File: config.mk
export PLATFORM = sky130hd
export DESIGN_NAME = reaction_timer
export DESIGN_NICKNAME = d
export VERILOG_FILES = /design/src/rtl/reaction_pkg.sv /design/src/rtl/reaction_timer_ms_tick.sv /design/src/rtl/reaction_timer.sv
export SDC_FILE = /design/constraint.sdc
export NUM_CORES = 1
export LEC_CHECK = 0
export CORE_ASPECT_RATIO = 1.2
export CORE_UTILIZATION = 50
export CTS_CLUSTER_SIZE = 28
export DETAILED_ROUTE_END_ITERATION = 7
export PLACE_DENSITY_LB_ADDON = 0.15
export SYNTH_ARGS = -nofsm -noshare
export SYNTH_HDL_FRONTEND = slang
export SYNTH_SLANG_ARGS = --single-unit
File: constraint.sdc
create_clock -name clk -period 6.3 [get_ports clk]
set_input_delay 0.945 -clock clk [delete_from_list [all_inputs] [get_ports clk]]
set_output_delay 0.945 -clock clk [all_outputs]
set_load 0.03 [all_outputs]
File: src/rtl/reaction_pkg.sv
// Shared constants for the reaction-test timer and its controlling FSM.
package reaction_pkg;

  localparam logic [15:0] LFSR_SEED = 16'hACE1;
  localparam logic [15:0] LFSR_TAPS = 16'hB400;

  localparam int TICK_DIV_DEF   = 100000;
  localparam int RWAIT_MIN_DEF  = 1000;
  localparam int RWAIT_BITS_DEF = 12;
  localparam int WAIT5_DEF      = 5000;
  localparam int LATE_DEF       = 1000;
  localparam int TW_DEF         = 14;

  typedef enum logic {
    LED_OFF = 1'b0,
    LED_ON  = 1'b1
  } led_e;

  // Right-shifting Galois form; a nonzero seed never reaches zero.
  function automatic logic [15:0] lfsr_next(input logic [15:0] s);
    return s[0] ? ((s >> 1) ^ LFSR_TAPS) : (s >> 1);
  endfunction

endpackage

File: src/rtl/reaction_timer_ms_tick.sv
// Millisecond prescaler: one-cycle tick every DIV clocks, held off by clr.
module ms_tick #(
  parameter int DIV = 100000
) (
  input  logic clk,
  input  logic rst,
  input  logic clr,
  output logic tick
);

  localparam int W = (DIV > 1) ? $clog2(DIV) : 1;
  localparam logic [W-1:0] LAST = W'(DIV - 1);

  logic [W-1:0] cnt;

  always_ff @(posedge clk) begin
    if (rst || clr) begin
      cnt <= '0;
    end else if (cnt == LAST) begin
      cnt <= '0;
    end else begin
      cnt <= cnt + W'(1);
    end
  end

  assign tick = (cnt == LAST) && !clr;

endmodule

File: src/rtl/reaction_timer.sv
// Timing datapath for the reaction test: random wait, hold timer,
// ms reaction counter and last/best result capture.
module reaction_timer
  import reaction_pkg::*;
#(
  parameter int TICK_DIV        = TICK_DIV_DEF,
  parameter int RWAIT_MIN_MS    = RWAIT_MIN_DEF,
  parameter int RWAIT_RAND_BITS = RWAIT_BITS_DEF,
  parameter int WAIT5_MS        = WAIT5_DEF,
  parameter int LATE_MS         = LATE_DEF,
  parameter int TW              = TW_DEF
) (
  input  logic          clk,
  input  logic          rst,
  input  logic          start_rwait,
  input  logic          start_wait5,
  input  logic          time_clr,
  input  logic          time_en,
  input  logic          rs_en,
  output logic          rwait_done,
  output logic          wait5_done,
  output logic          time_late,
  output logic [TW-1:0] time_ms,
  output logic [TW-1:0] result_ms,
  output logic [TW-1:0] best_ms,
  output logic          best_valid
);

  logic [15:0]   lfsr;
  logic          tick_free;
  logic          tick_rt;
  logic          time_clr_q;
  logic          rs_en_q;
  logic          arm;
  logic          capture;
  logic          rwait_act;
  logic [TW-1:0] rwait_cnt;
  logic [TW-1:0] rwait_load;
  logic [TW-1:0] w5_cnt;

  ms_tick #(.DIV(TICK_DIV)) u_tick_free (
    .clk  (clk),
    .rst  (rst),
    .clr  (1'b0),
    .tick (tick_free)
  );

  ms_tick #(.DIV(TICK_DIV)) u_tick_rt (
    .clk  (clk),
    .rst  (rst),
    .clr  (time_clr),
    .tick (tick_rt)
  );

  // Entering the wait via a counter clear also arms it.
  assign arm     = start_rwait | (time_clr & ~time_clr_q);
  assign capture = rs_en & ~rs_en_q;

  assign rwait_load = TW'(RWAIT_MIN_MS)
                    + TW'(lfsr[RWAIT_RAND_BITS-1:0]);

  assign time_late = (time_ms >= TW'(LATE_MS));

  always_ff @(posedge clk) begin
    if (rst) begin
      lfsr       <= LFSR_SEED;
      time_clr_q <= 1'b0;
      rs_en_q    <= 1'b0;
    end else begin
      lfsr       <= lfsr_next(lfsr);
      time_clr_q <= time_clr;
      rs_en_q    <= rs_en;
    end
  end

  always_ff @(posedge clk) begin
    if (rst) begin
      rwait_cnt  <= '0;
      rwait_act  <= 1'b0;
      rwait_done <= 1'b0;
    end else if (arm) begin
      rwait_cnt  <= rwait_load;
      rwait_act  <= 1'b1;
      rwait_done <= 1'b0;
    end else if (rwait_act && tick_free) begin
      if (rwait_cnt <= TW'(1)) begin
        rwait_cnt  <= '0;
        rwait_act  <= 1'b0;
        rwait_done <= 1'b1;
      end else begin
        rwait_cnt <= rwait_cnt - TW'(1);
      end
    end
  end

  always_ff @(posedge clk) begin
    if (rst || !start_wait5) begin
      w5_cnt     <= '0;
      wait5_done <= 1'b0;
    end else if (tick_free && !wait5_done) begin
      w5_cnt <= w5_cnt + TW'(1);
      if ((w5_cnt + TW'(1)) == TW'(WAIT5_MS)) begin
        wait5_done <= 1'b1;
      end
    end
  end

  always_ff @(posedge clk) begin
    if (rst || time_clr) begin
      time_ms <= '0;
    end else if (time_en && tick_rt && (time_ms != '1)) begin
      time_ms <= time_ms + TW'(1);
    end
  end

  always_ff @(posedge clk) begin
    if (rst) begin
      result_ms  <= '0;
      best_ms    <= '1;
      best_valid <= 1'b0;
    end else if (capture) begin
      result_ms <= time_ms;
      if (!best_valid || (time_ms < best_ms)) begin
        best_ms    <= time_ms;
        best_valid <= 1'b1;
      end
    end
  end

endmodule

==> flow_summary_export.csv, run 1 <==
group,metric,value,unit
synth,synth.avg_cell_area,8.301,µm²
global_route,grt.overflow.total,0,
worst_setup_path,path_class,"register to output port",
routing,num_vias,5322,
synth,synthTopCellsByArea,"dfxtp_1, nand2_1, a21oi_1, xnor2_1, nor2_1",
routing,wl_met3,664,µm
synth,synth_commonest_cells,"dfxtp_1, nand2_1, nor2_1",
sta,finalWorstSetupSlack,3.278,ns
floorplanning,dieArea,12380,µm²
status,status,"finished, final reports clean",
synth,syn_area,5968,µm²
place,placed_cells,897,
power,p_per_area,269.8,nW/µm²
final_layout,nNetsFinal,787,
floorplanning,die_y,121.7,µm
place,placed_cell_area,6560,µm²
synth,async_reset_ff_share,0,%
worst_setup_path,rr_worst_depth,5,
worst_setup_path,worstPathArrival,2.08,ns
synth,yosys_most_used_dff,"dfxtp_1",
synth,syn_nets,747,
floorplanning,initial_core_util,51.60,%
hold_path,hold_start,"lfsr[12]$_SDFF_PP0_",
routing,drtIter0Drc,306,
synth,synth_cells,719,
clock_network,post_cts_buffers,0,
synth,ys_warn_count,0,
synth,yosysMostFrequentCell,"dfxtp_1",
routing,viasPerCell,5.729,
global_route,grt_pass1_wl,23090,µm
power,seqPwrFrac,44.3,%
sta,finalClockSkew,0.006797,ns
power,switching_power,0.4542,mW
routing,avgRoutedWirePerCell,15.17,µm
worst_setup_path,r2r_end,"w5_cnt[11]$_SDFFE_PP0P_",
worst_setup_path,cp-end-kind,"output port",
final_layout,syn2layout_area_growth,19.22,%
clock_network,cts-buffers-inserted,17,
power,p_sw_share,23.65,%
sta,fmax,331.0,MHz
sta,max-slew-margin-rel,16.52,%
power,worst_ir_drop_vdd,0.1461,mV
hold_path,hold_path_class,"register to register",
routing,drtPass1Iterations,5,
power,leakage,2.516,nW
place,pre_cts_ws,3.029,ns
clock_network,htree_levels,4,
synth,synth_top_cell_area_share,42.26,%
routing,dr_wl_met2,7014,µm
clock_network,clkTransAtPathRegs,0.06,ns
clock_network,cts_hold_buf,0,
routing,drc,0,
floorplanning,rows,43,
power,power.internal,1.466,mW
global_route,grt_usage,23.87,%
sta,hold_viol,0,
sta,timing.final.setup_violations,0,
sta,fin_crit,3.022,ns
final_layout,instances_no_fill,929,
hold_path,worstHoldEndpoint,"lfsr[11]$_SDFF_PP1_",
routing,drt-total-wl,14090,µm
clock_network,cts_tree,"yes",
floorplanning,die_x,101.7,µm
clock_network,cts.repair.resized,0,
final_layout,antennaDiodeCount,0,
sta,grt_setup_unrepaired,"no",
worst_setup_path,worst_setup_path_start_kind,"register",
power,p_comb_share,8.2,%
synth,ys_types,56,
final_layout,postLayoutCoreUtil,61.51,%
hold_path,whs_path_depth,1,
synth,synth_edf_count,0,
global_route,grt_max_degree,52,
synth,yosysTopAreaCell,"dfxtp_1",
sta,finalCritPeriodShare,47.96,%
floorplanning,io-pin-count,53,
routing,ant_nets,0,
final_layout,fillCellCount,1046,
routing,highest_layer,"met4",
clock_network,insertion_delay,0.41,ns
floorplanning,coreArea,11570,µm²
worst_setup_path,critical_path.max_fanout,11,
final_layout,drive_gt1_share,6.088,%
final_layout,fin_area,7116,µm²
global_route,antenna_found_initial,0,
flow_run,maxCapViolations,0,
synth,synth-seq-area-share,42.26,%
place,port-buffer-count,52,
synth,synth_seq_cells,126,
place,routabilityCongestion,0.8276,
sta,holdWs,0.4152,ns
global_route,grt_pass1_vias,5031,
worst_setup_path,r2r-start,"u_tick_free.cnt[6]$_SDFF_PP0_",
clock_network,clockBufferDepth,2,
power,clockPowerShare,47.6,%
worst_setup_path,reg2reg_slack,3.38,ns
worst_setup_path,cp.required,5.35,ns
clock_network,cts-root-buf,"clkbuf_16",
place,hpwlAfterDp,9768,µm
sta,setup_tns,0,ns
sta,drv_slew,0,
routing,wl_met1,6137,µm
sta,worst_pin_slew,1.241,ns
clock_network,cts.sinks,126,
power,p_total,1.920,mW
[cell families after synthesis]
group                    count (synthesis)  share of synthesized area (%)
AO/OA/AOI/OAI                          135                          14.28
XOR/XNOR                                52                          7.631
adder cells (fa/ha/maj)                 21                          4.402
buffers and inverters                   68                          4.402
flip-flops                             126                          42.26
multiplexers                             1                         0.1677
AND/OR/NAND/NOR                        316                          26.86
[worst max-delay path: stages (launching register included)]
cell and delay [ns]:
dfxtp_1 0.59, o21ai_0 0.15, o21ai_0 0.21, clkdlybuf4s50_1 0.70
[how the worst max path moves through the flow]
| stage | start | slack (ns) | endpoint | depth (start not counted) |
|---|---|---|---|---|
| floorplan | u_tick_rt.cnt[12]$_SDFF_PP0_ | 3.77 | time_ms[8]$_SDFFE_PP0P_ | 7 |
| global placement | time_clr | 3.14 | rwait_cnt[11]$_SDFFE_PP0P_ | 6 |
| detailed placement | rs_en | 3.03 | best_ms[2]$_SDFFE_PP1P_ | 6 |
| CTS | time_ms[5]$_SDFFE_PP0P_ | 3.25 | time_late | 3 |
| global route | u_tick_free.cnt[5]$_SDFF_PP0_ | 3.13 | w5_cnt[9]$_SDFFE_PP0P_ | 5 |
| finish | time_ms[5]$_SDFFE_PP0P_ | 3.28 | time_late | 3 |
[state kept, by name, indices dropped and copies added, names as in the netlist]
name,count
time_ms,14
u_tick_rt.cnt,17
rwait_act,1
time_clr_q,1
best_valid,1
lfsr,16
u_tick_free.cnt,17
w5_cnt,14
rs_en_q,1
wait5_done,1
rwait_cnt,14
best_ms,14
result_ms,14
rwait_done,1
[power groups by stage]
stage	Sequential (mW)	Clock [mW]	Combinational [mW]
detailed placement	0.866	0	0.155
finish	0.850	0.913	0.157
CTS	0.850	0.924	0.156
global route	0.853	0.961	0.171
global placement	0.865	0	0.152
floorplan	0.874	0	0.0990
[per-layer routing]
metal	vias to the layer above	global-route usage, %
met4	0	11.68
met1	2530	27.76
li1	2622	-
met5	-	0
met3	31	5.508
met2	139	40.88
[placed cells by master (no fill, tap or decap), types with 10 or more instances in the layout]
cell / n
nor3_1: 16
inv_1: 36
or3_1: 17
clkdlybuf4s50_1: 51
o221ai_1: 15
or2_2: 12
o21ai_0: 16
nand4_1: 20
o21ai_1: 10
a21oi_1: 57
xnor2_1: 32
nor4_1: 14
nor2b_1: 14
ha_1: 21
and3_1: 12
nand3_1: 27
nor2_1: 72
clkbuf_16: 17
xor2_1: 20
nand2_1: 81
dfxtp_1: 126
[area by class of cell]
| class | count | area (µm²) | area share (%) |
|---|---|---|---|
| flip-flops and latches | 126 | 2522 | 35.45 |
| clock buffers | 25 | 495.5 | 6.963 |
| multi-input cells | 525 | 3183 | 44.73 |
| well taps | 157 | 196.4 | 2.761 |
| clock inverters | 7 | 60.06 | 0.8440 |
| repair buffers | 53 | 523.0 | 7.350 |
| inverters | 36 | 135.1 | 1.899 |
Note: power is estimated with default switching activity, not from simulation.
==> run 2: changes to the inputs <==
clock period = 3.03 ns   (was 6.3 ns; I/O delays follow)
==> flow_summary_export.csv, run 2 (synthesis results as in run 1) <==
group,metric,value,unit
status,status,"finished, final reports clean",
power,p_comb_share,8.1,%
worst_setup_path,critical_path.max_fanout,10,
clock_network,insertion_delay,0.42,ns
worst_setup_path,cp_cell_sequence,"or4_1, or4_4, a2111o_1, buf_4, or3_1, a21oi_1",
final_layout,syn2layout_area_growth,22.96,%
clock_network,cts_tree,"yes",
power,worst_ir_drop_vdd,0.4155,mV
clock_network,cts.sinks,126,
sta,drv_slew,0,
sta,fin_crit,2.734,ns
sta,grt_setup_unrepaired,"no",
floorplanning,io-pin-count,53,
place,placed_cell_area,6703,µm²
hold_path,hold_path_class,"input port to register",
routing,drtPass1Iterations,5,
sta,worst_pin_slew,1.029,ns
global_route,grt_pass1_vias,5174,
worst_setup_path,critical_path.top_delay_family,"simple AND/OR/NAND/NOR gates",
global_route,grt_pass1_wl,23810,µm
routing,drc,0,
floorplanning,die_x,101.7,µm
routing,viasPerCell,5.702,
final_layout,layout_commonest_cell,"dfxtp_1",
floorplanning,die_y,121.7,µm
routing,num_vias,5400,
floorplanning,rows,43,
clock_network,htree_levels,4,
power,p_sw_share,22.78,%
clock_network,post_cts_buffers,0,
clock_network,cts-buffers-inserted,17,
global_route,grt_max_degree,35,
worst_setup_path,worstPathArrival,3.08,ns
final_layout,postLayoutCoreUtil,63.44,%
worst_setup_path,cpMaxStageDelayCell,"or4_4",
routing,ant_nets,0,
sta,setup_tns,0,ns
worst_setup_path,cp_num_buf_inv,1,
place,routabilityCongestion,0.8459,
final_layout,nNetsFinal,806,
sta,max-slew-margin-rel,31.17,%
floorplanning,coreArea,11570,µm²
sta,fmax,365.8,MHz
clock_network,cts_hold_buf,0,
clock_network,cts.repair.resized,0,
sta,timing.final.setup_violations,0,
sta,finalClockSkew,0.004874,ns
worst_setup_path,cp-end-kind,"register",
worst_setup_path,path_class,"register to register",
flow_run,maxCapViolations,0,
clock_network,clkTransAtPathRegs,0.05,ns
routing,avgRoutedWirePerCell,15.20,µm
floorplanning,initial_core_util,51.60,%
final_layout,mostFrequentLayoutCells,"dfxtp_1, nand2_1, nor2_1, a21oi_1, clkdlybuf4s50_1",
sta,finalCritPeriodShare,90.22,%
final_layout,reg_top3,"u_tick_free.cnt: 17 flops, u_tick_rt.cnt: 17 flops, lfsr: 16 flops",
power,seqPwrFrac,40.9,%
routing,drt-total-wl,14400,µm
floorplanning,dieArea,12380,µm²
power,switching_power,0.9805,mW
power,p_per_area,586.6,nW/µm²
worst_setup_path,cp_slowest_stage_delay,0.56,ns
place,port-buffer-count,52,
global_route,grt_usage,24.96,%
worst_setup_path,cp.required,3.38,ns
final_layout,antennaDiodeCount,0,
final_layout,drive_gt1_share,8.608,%
worst_setup_path,worst_setup_path_start_kind,"register",
power,clockPowerShare,51.0,%
routing,drtIter0Drc,292,
global_route,grt.overflow.total,0,
clock_network,clockBufferDepth,2,
global_route,antenna_found_initial,0,
sta,hold_viol,0,
power,power.internal,3.324,mW
final_layout,fin_area,7338,µm²
power,leakage,2.633,nW
clock_network,cts-root-buf,"clkbuf_16",
place,hpwlAfterDp,9971,µm
[run 2: through the flow]
stage	power, mW	hold slack, ns	setup slack (ns)	cells
CTS	4.333	0.3956	0.2925	947
global placement	2.132	0.3993	0.3127	916
floorplan	2.023	0.3895	0.5008	719
global route	4.449	0.4130	0.1897	947
detailed placement	2.140	0.4081	0.2902	916
finish	4.305	0.4016	0.2964	947
[run 2: final cells by class]
type	instances	area, µm²
clock buffer	19	442.9
sequential	126	2522
fill	1016	4229
timing repair buffer	72	665.6
multi-input combinational	525	3183
tap	157	196.4
clock inverter	12	192.7
inverter	36	135.1
[run 2: layer usage]
layer,part of all wire (%),track usage [%],vias up
li1,-,-,2667
met1,43,29.19,2546
met2,49,42.40,152
met3,5.4,6.081,35
met4,2.7,12.05,0
met5,0,0,-
[run 2: power by group through the flow]
stage,Sequential (mW),Clock [mW],Combinational [mW]
after CTS,1.76,2.22,0.348
after global routing,1.77,2.30,0.383
after detailed placement,1.80,0,0.345
after floorplan,1.82,0,0.206
after global placement,1.79,0,0.340
final,1.76,2.19,0.350
[run 2: final timing paths]
check	start	to	slack [ns]	cells past startpoint
min	rst	best_valid$_SDFFE_PP0P_	0.40	2
max	u_tick_rt.cnt[12]$_SDFF_PP0_	time_ms[6]$_SDFFE_PP0P_	0.30	6
min reg2reg	lfsr[12]$_SDFF_PP0_	lfsr[11]$_SDFF_PP1_	0.42	1
max reg2reg	u_tick_rt.cnt[12]$_SDFF_PP0_	time_ms[6]$_SDFFE_PP0P_	0.30	6
==> run 3: changes to the inputs <==
CORE_MARGIN = 2   (was unset)
==> flow_summary_export.csv, run 3 (synthesis results as in run 1) <==
group,metric,value,unit
sta,drv_slew,0,
final_layout,multi_input_area,3183,µm²
sta,timing.final.setup_violations,0,
hold_path,worstHoldEndpoint,"lfsr[11]$_SDFF_PP1_",
sta,finalClockSkew,0.01632,ns
clock_network,cts.sinks,126,
hold_path,hold_start,"lfsr[12]$_SDFF_PP0_",
worst_setup_path,r2r_end,"time_ms[9]$_SDFFE_PP0P_",
global_route,grt_pass1_wl,23920,µm
routing,avgRoutedWirePerCell,15.03,µm
sta,fmax,340.7,MHz
place,placed_cell_area,6710,µm²
clock_network,htree_levels,4,
worst_setup_path,cp.required,3.39,ns
worst_setup_path,worst_setup_path_start_kind,"register",
worst_setup_path,critical_path.max_fanout,21,
power,p_sw_share,23.32,%
floorplanning,die_y,123.7,µm
clock_network,cts_tree,"yes",
final_layout,syn2layout_area_growth,22.70,%
routing,ant_nets,0,
worst_setup_path,cp_slowest_stage_delay,0.67,ns
power,p_per_area,577.0,nW/µm²
sta,max-slew-margin-rel,38.98,%
global_route,antenna_found_initial,0,
final_layout,mostFrequentLayoutCells,"dfxtp_1, nand2_1, nor2_1, a21oi_1, clkdlybuf4s50_1",
worst_setup_path,cp_cell_sequence,"or4_1, or4_4, a2111o_1, buf_4, or3_1, a21oi_1",
floorplanning,coreArea,11620,µm²
worst_setup_path,r2r-start,"u_tick_rt.cnt[12]$_SDFF_PP0_",
final_layout,fin_area,7323,µm²
floorplanning,io-pin-count,53,
sta,hold_viol,0,
worst_setup_path,rr_worst_depth,6,
hold_path,hold_path_class,"register to register",
final_layout,antennaDiodeCount,0,
sta,worst_pin_slew,0.9119,ns
worst_setup_path,reg2reg_slack,0.09,ns
worst_setup_path,path_class,"register to register",
final_layout,postLayoutCoreUtil,63.02,%
sta,finalCritPeriodShare,96.87,%
clock_network,clkTransAtPathRegs,0.06,ns
sta,holdWs,0.4193,ns
flow_run,maxCapViolations,0,
clock_network,cts-root-buf,"clkbuf_16",
final_layout,fillCellCount,1045,
worst_setup_path,cpMaxStageDelayCell,"a2111o_1",
final_layout,drive_gt1_share,8.838,%
global_route,grt_pass1_vias,5102,
place,hpwlAfterDp,9861,µm
floorplanning,rows,43,
floorplanning,initial_core_util,51.36,%
final_layout,layout_commonest_cell,"dfxtp_1",
final_layout,reg_top3,"u_tick_free.cnt: 17 flops, u_tick_rt.cnt: 17 flops, lfsr: 16 flops",
power,clockPowerShare,50.0,%
power,worst_ir_drop_vdd,0.3677,mV
power,power.internal,3.240,mW
clock_network,clockBufferDepth,2,
final_layout,nNetsFinal,807,
clock_network,insertion_delay,0.43,ns
status,status,"finished, final reports clean",
routing,drc,0,
routing,drt-total-wl,14260,µm
final_layout,seqCellArea,2522,µm²
global_route,grt_max_degree,35,
floorplanning,dieArea,12830,µm²
power,switching_power,0.9855,mW
sta,grt_setup_unrepaired,"no",
sta,setup_tns,0,ns
routing,drtIter0Drc,270,
clock_network,cts_hold_buf,0,
clock_network,post_cts_buffers,0,
place,routabilityCongestion,0.8953,
global_route,grt_usage,23.13,%
clock_network,cts.repair.resized,0,
place,port-buffer-count,52,
worst_setup_path,cp-end-kind,"register",
hold_path,whs_path_depth,1,
routing,num_vias,5382,
worst_setup_path,worstPathArrival,3.29,ns
power,seqPwrFrac,41.7,%
global_route,grt.overflow.total,0,
floorplanning,die_x,103.7,µm
power,p_total,4.226,mW
power,leakage,2.638,nW
routing,drtPass1Iterations,5,
power,p_comb_share,8.3,%
sta,fin_crit,2.935,ns
routing,viasPerCell,5.671,
clock_network,cts-buffers-inserted,17,
[run 3: cell count changes in the layout (fill, tap and decap cells not counted)]
cell	delta
buf_4	+1
bufinv_16	-1
clkinv_2	+3
clkinvlp_4	-1
[run 3: layout make-up]
type	count	share of cell area, %
sequential	126	34.44
tap	157	2.682
timing repair buffer	73	9.192
inverter	36	1.845
multi-input combinational	525	43.46
clock inverter	13	2.324
clock buffer	19	6.048
[run 3: worst max-delay path by stage]
stage                            startpoint                 endpoint  slack [ns]
2_1_floorplan  u_tick_rt.cnt[12]$_SDFF_PP0_  time_ms[8]$_SDFFE_PP0P_        0.50
3_3_place_gp   u_tick_rt.cnt[12]$_SDFF_PP0_  time_ms[9]$_SDFFE_PP0P_        0.17
3_5_place_dp   u_tick_rt.cnt[12]$_SDFF_PP0_  time_ms[9]$_SDFFE_PP0P_         0.1
4_1_cts        u_tick_rt.cnt[12]$_SDFF_PP0_  time_ms[9]$_SDFFE_PP0P_        0.09
5_1_grt        u_tick_rt.cnt[12]$_SDFF_PP0_  time_ms[9]$_SDFFE_PP0P_       0.001
6_report       u_tick_rt.cnt[12]$_SDFF_PP0_  time_ms[9]$_SDFFE_PP0P_        0.09
[run 3: routing by layer]
metal	GRT usage, %	part of all wire [%]	wire (µm)
met1	27.73	44	6280
met2	39.78	50	7097
met3	5.024	4.1	591
met4	11.40	2.0	290
met5	0	0	0
[run 3: power by group through the flow]
stage / clock [mW] / combinational, mW / sequential (mW)
floorplan: 0 / 0.206 / 1.82
finish: 2.11 / 0.352 / 1.76
global placement: 0 / 0.338 / 1.79
global route: 2.22 / 0.388 / 1.77
detailed placement: 0 / 0.345 / 1.80
CTS: 2.15 / 0.351 / 1.76
[run 3: per-stage QoR]
| step | std cells | setup WS (ns) |
|---|---|---|
| 4_1_cts | 949 | 0.08825 |
| 3_5_place_dp | 917 | 0.09761 |
| 3_3_place_gp | 917 | 0.1668 |
| 2_1_floorplan | 719 | 0.5008 |
| 6_report | 949 | 0.09474 |
| 5_1_grt | 949 | 0.001089 |
[run 3: worst max-delay path, delay by kind of cell (launching register included)]
kind | cells | cell delay (ns)
compound gates | 2 | 0.81
buf+inv | 1 | 0.27
simple gates | 3 | 1.44
flops | 1 | 0.35
==> patch (settings of run 3) <==
Make the reset (`rst`) asynchronous in 3 clocked blocks.
--- a/src/rtl/reaction_timer.sv
+++ b/src/rtl/reaction_timer.sv
@@ -61,7 +61,7 @@
 
   assign time_late = (time_ms >= TW'(LATE_MS));
 
-  always_ff @(posedge clk) begin
+  always_ff @(posedge clk or posedge rst) begin
     if (rst) begin
       lfsr       <= LFSR_SEED;
       time_clr_q <= 1'b0;
@@ -73,7 +73,7 @@
     end
   end
 
-  always_ff @(posedge clk) begin
+  always_ff @(posedge clk or posedge rst) begin
     if (rst) begin
       rwait_cnt  <= '0;
       rwait_act  <= 1'b0;
@@ -113,7 +113,7 @@
     end
   end
 
-  always_ff @(posedge clk) begin
+  always_ff @(posedge clk or posedge rst) begin
     if (rst) begin
       result_ms  <= '0;
       best_ms    <= '1;
Function: differs if rst is asserted again (counterexample within 4 cycles, from zero or initial values and one cycle with rst high); with rst held inactive, the same outputs for 10 cycles.
==> patch against run 3 <==
- routed wire length shrank 9.2%
- sequential cell count is the same
- worst setup slack gained 0.42 ns
- final area grew 0.15%
- first-iteration DRC count shrank 31%
- cell count shrank 11%
- sequential share of layout area grew 4.6 points
- area after synthesis grew 1.1%
- largest cell class unchanged
Power is not compared: it rests on default switching activity, and its combinational part moved more than twofold at a synthesized area within 25%.
==> patch: results (changes against run 3) <==
status:
  outcome: "finished, final reports clean"
drt:
  detail_route.vias_per_cell: 5.601  # -1.2%
  detailedRoute.firstIterationViolations: 186  # -31%
  via_count: 4755  # -12%
  drt_wl_total_um: 12940  # -9.2%
hold_path:
  hold_path_depth: 0  # -1
  hold_path_end: "lfsr[11]"
  timing.hold.worst.start: "lfsr[12]"
critical_path:
  regToRegSetupSlack_ns: 0.53  # +0.44 ns
  worst_path_dominant_cell_family: "buffers and inverters"
  cell_depth_of_the_worst_flop_to_flop_path: 6  # unchanged
  critical_path.max_fanout: 8  # -62%
  timing.critical_path.slowest_cell_delay_ns: 0.70  # +0.03 ns
  r2r-start: "u_tick_rt.cnt[0]"
  worstReg2RegEnd: "time_ms[13]"
  arrival_ns: 2.06  # -1.23 ns
  worst_path_max_delay_cell: "clkdlybuf4s50_1"
global_route:
  wire_length_of_the_first_global_routing_pass_um: 22050  # -7.8%
  vias_in_the_first_global_route: 4599  # -9.9%
  met1_usage: 0.2521  # -0.02523
  gr-usage-met2: 0.3652  # -0.03252
  globalRouteMet3Util: 0.04605  # -0.004186
  grt_start_max_net_pins: 40  # +14%
  globalRouteTotalUtil: 0.2084  # -0.02289
final_layout:
  drive_gt1_frac: 0.1445  # +0.05612
  fin_nets: 707  # -12%
  num-fill-cells: 993  # -5.0%
  num_antenna_cells: 0  # unchanged
clocking:
  cts-buffers-inserted: 17  # unchanged
  clock_path_buffers: 2  # unchanged
  clock_insertion_delay_worst_skew_ns: 0.41  # -0.02 ns
sta:
  fin_skew_ns: 0.005653  # -0.01067 ns
  worst_hold_slack_ns: 0.3507  # -0.06859 ns
  maxSlewHeadroom: 0.3465  # -0.04334
place:
  globalplace.congestion: 0.9065  # +1.3%
  dp_hpwl_um: 8953  # -9.2%
  numPlacedInstances: 817  # -11%
power:
  power.internal_mw: 3.065
  power.static_leakage_nw: 2.777
yosys:
  mappedNetlistNets: 647  # -13%
  synthCells: 619  # -14%
  synth.yosys.seq_area_share: 0.4750  # +0.05236
  synthTopCellsByCount: "66 x nor2_1, 63 x dfxtp_1, 41 x dfrtp_1, 35 x nand2_1, 34 x inv_1"
  synth_cell_type_count: 59  # +5.4%
  synthArstFlopShare: 0.5000  # +0.5000
  synth-warning-count: 0  # unchanged
  synth.area.top_cells: "dfxtp_1 21%, dfrtp_1 17%, dfstp_2 9.6%"
## patch: final cells by class
type / instances / area share
Multi-Input combinational cell: 438 / 0.4019
Sequential cell: 126 / 0.3907
Timing Repair Buffer: 62 / 0.08120
Clock buffer: 21 / 0.06278
Tap cell: 157 / 0.02678
Clock inverter: 11 / 0.01928
Inverter: 34 / 0.01740
## patch: how the worst max path moves through the flow
| stage | from | end | slack, ns | depth (start not counted) |
|---|---|---|---|---|
| 3_5_place_dp | u_tick_rt.cnt[0] | time_ms[13] | 0.55 | 6 |
| 6_report | time_ms[6] | time_late | 0.52 | 4 |
| 3_3_place_gp | u_tick_rt.cnt[0] | time_ms[13] | 0.60 | 6 |
| 2_1_floorplan | best_ms[13] | best_ms[0] | 0.49 | 7 |
| 4_1_cts | time_ms[6] | time_late | 0.49 | 4 |
| 5_1_grt | u_tick_rt.cnt[0] | time_ms[13] | 0.34 | 6 |
## patch: cell families (layout without fill, tap and decap cells)
family / after synthesis / count (layout) / share of synthesized area
compound gates: 97 / 97 / 0.1021
xor+xnor: 52 / 52 / 0.07550
fa+ha+maj: 21 / 21 / 0.04356
buf+inv: 55 / 128 / 0.03630
flops: 126 / 126 / 0.4750
mux: 28 / 28 / 0.05186
simple gates: 240 / 240 / 0.2157
## patch: power by group through the flow
stage | Sequential, mW | Clock, mW | Combinational [mW]
final | 1.70 | 2.06 | 0.130
after detailed placement | 1.73 | 0 | 0.132
after global placement | 1.73 | 0 | 0.129
after global routing | 1.70 | 2.17 | 0.145
after floorplan | 1.73 | 0 | 0.0828
after CTS | 1.70 | 2.09 | 0.133
## patch: stage by stage
stage / utilization / instance area (um2) / setup slack, ns
after global routing: 0.6282 / 7335 / 0.3443
after floorplan: - / 6032 / 0.4853
after CTS: 0.6282 / 7335 / 0.4949
final: 0.6282 / 7335 / 0.5157
after detailed placement: 0.5767 / 6733 / 0.5538
after global placement: 0.5767 / 6733 / 0.5954
## patch: routing by layer
| layer | vias up | share of wire |
|---|---|---|
| met2 | 101 | 0.51 |
| li1 | 2337 | - |
| met1 | 2293 | 0.43 |
| met5 | - | 0 |
| met4 | 0 | 0.017 |
| met3 | 24 | 0.034 |
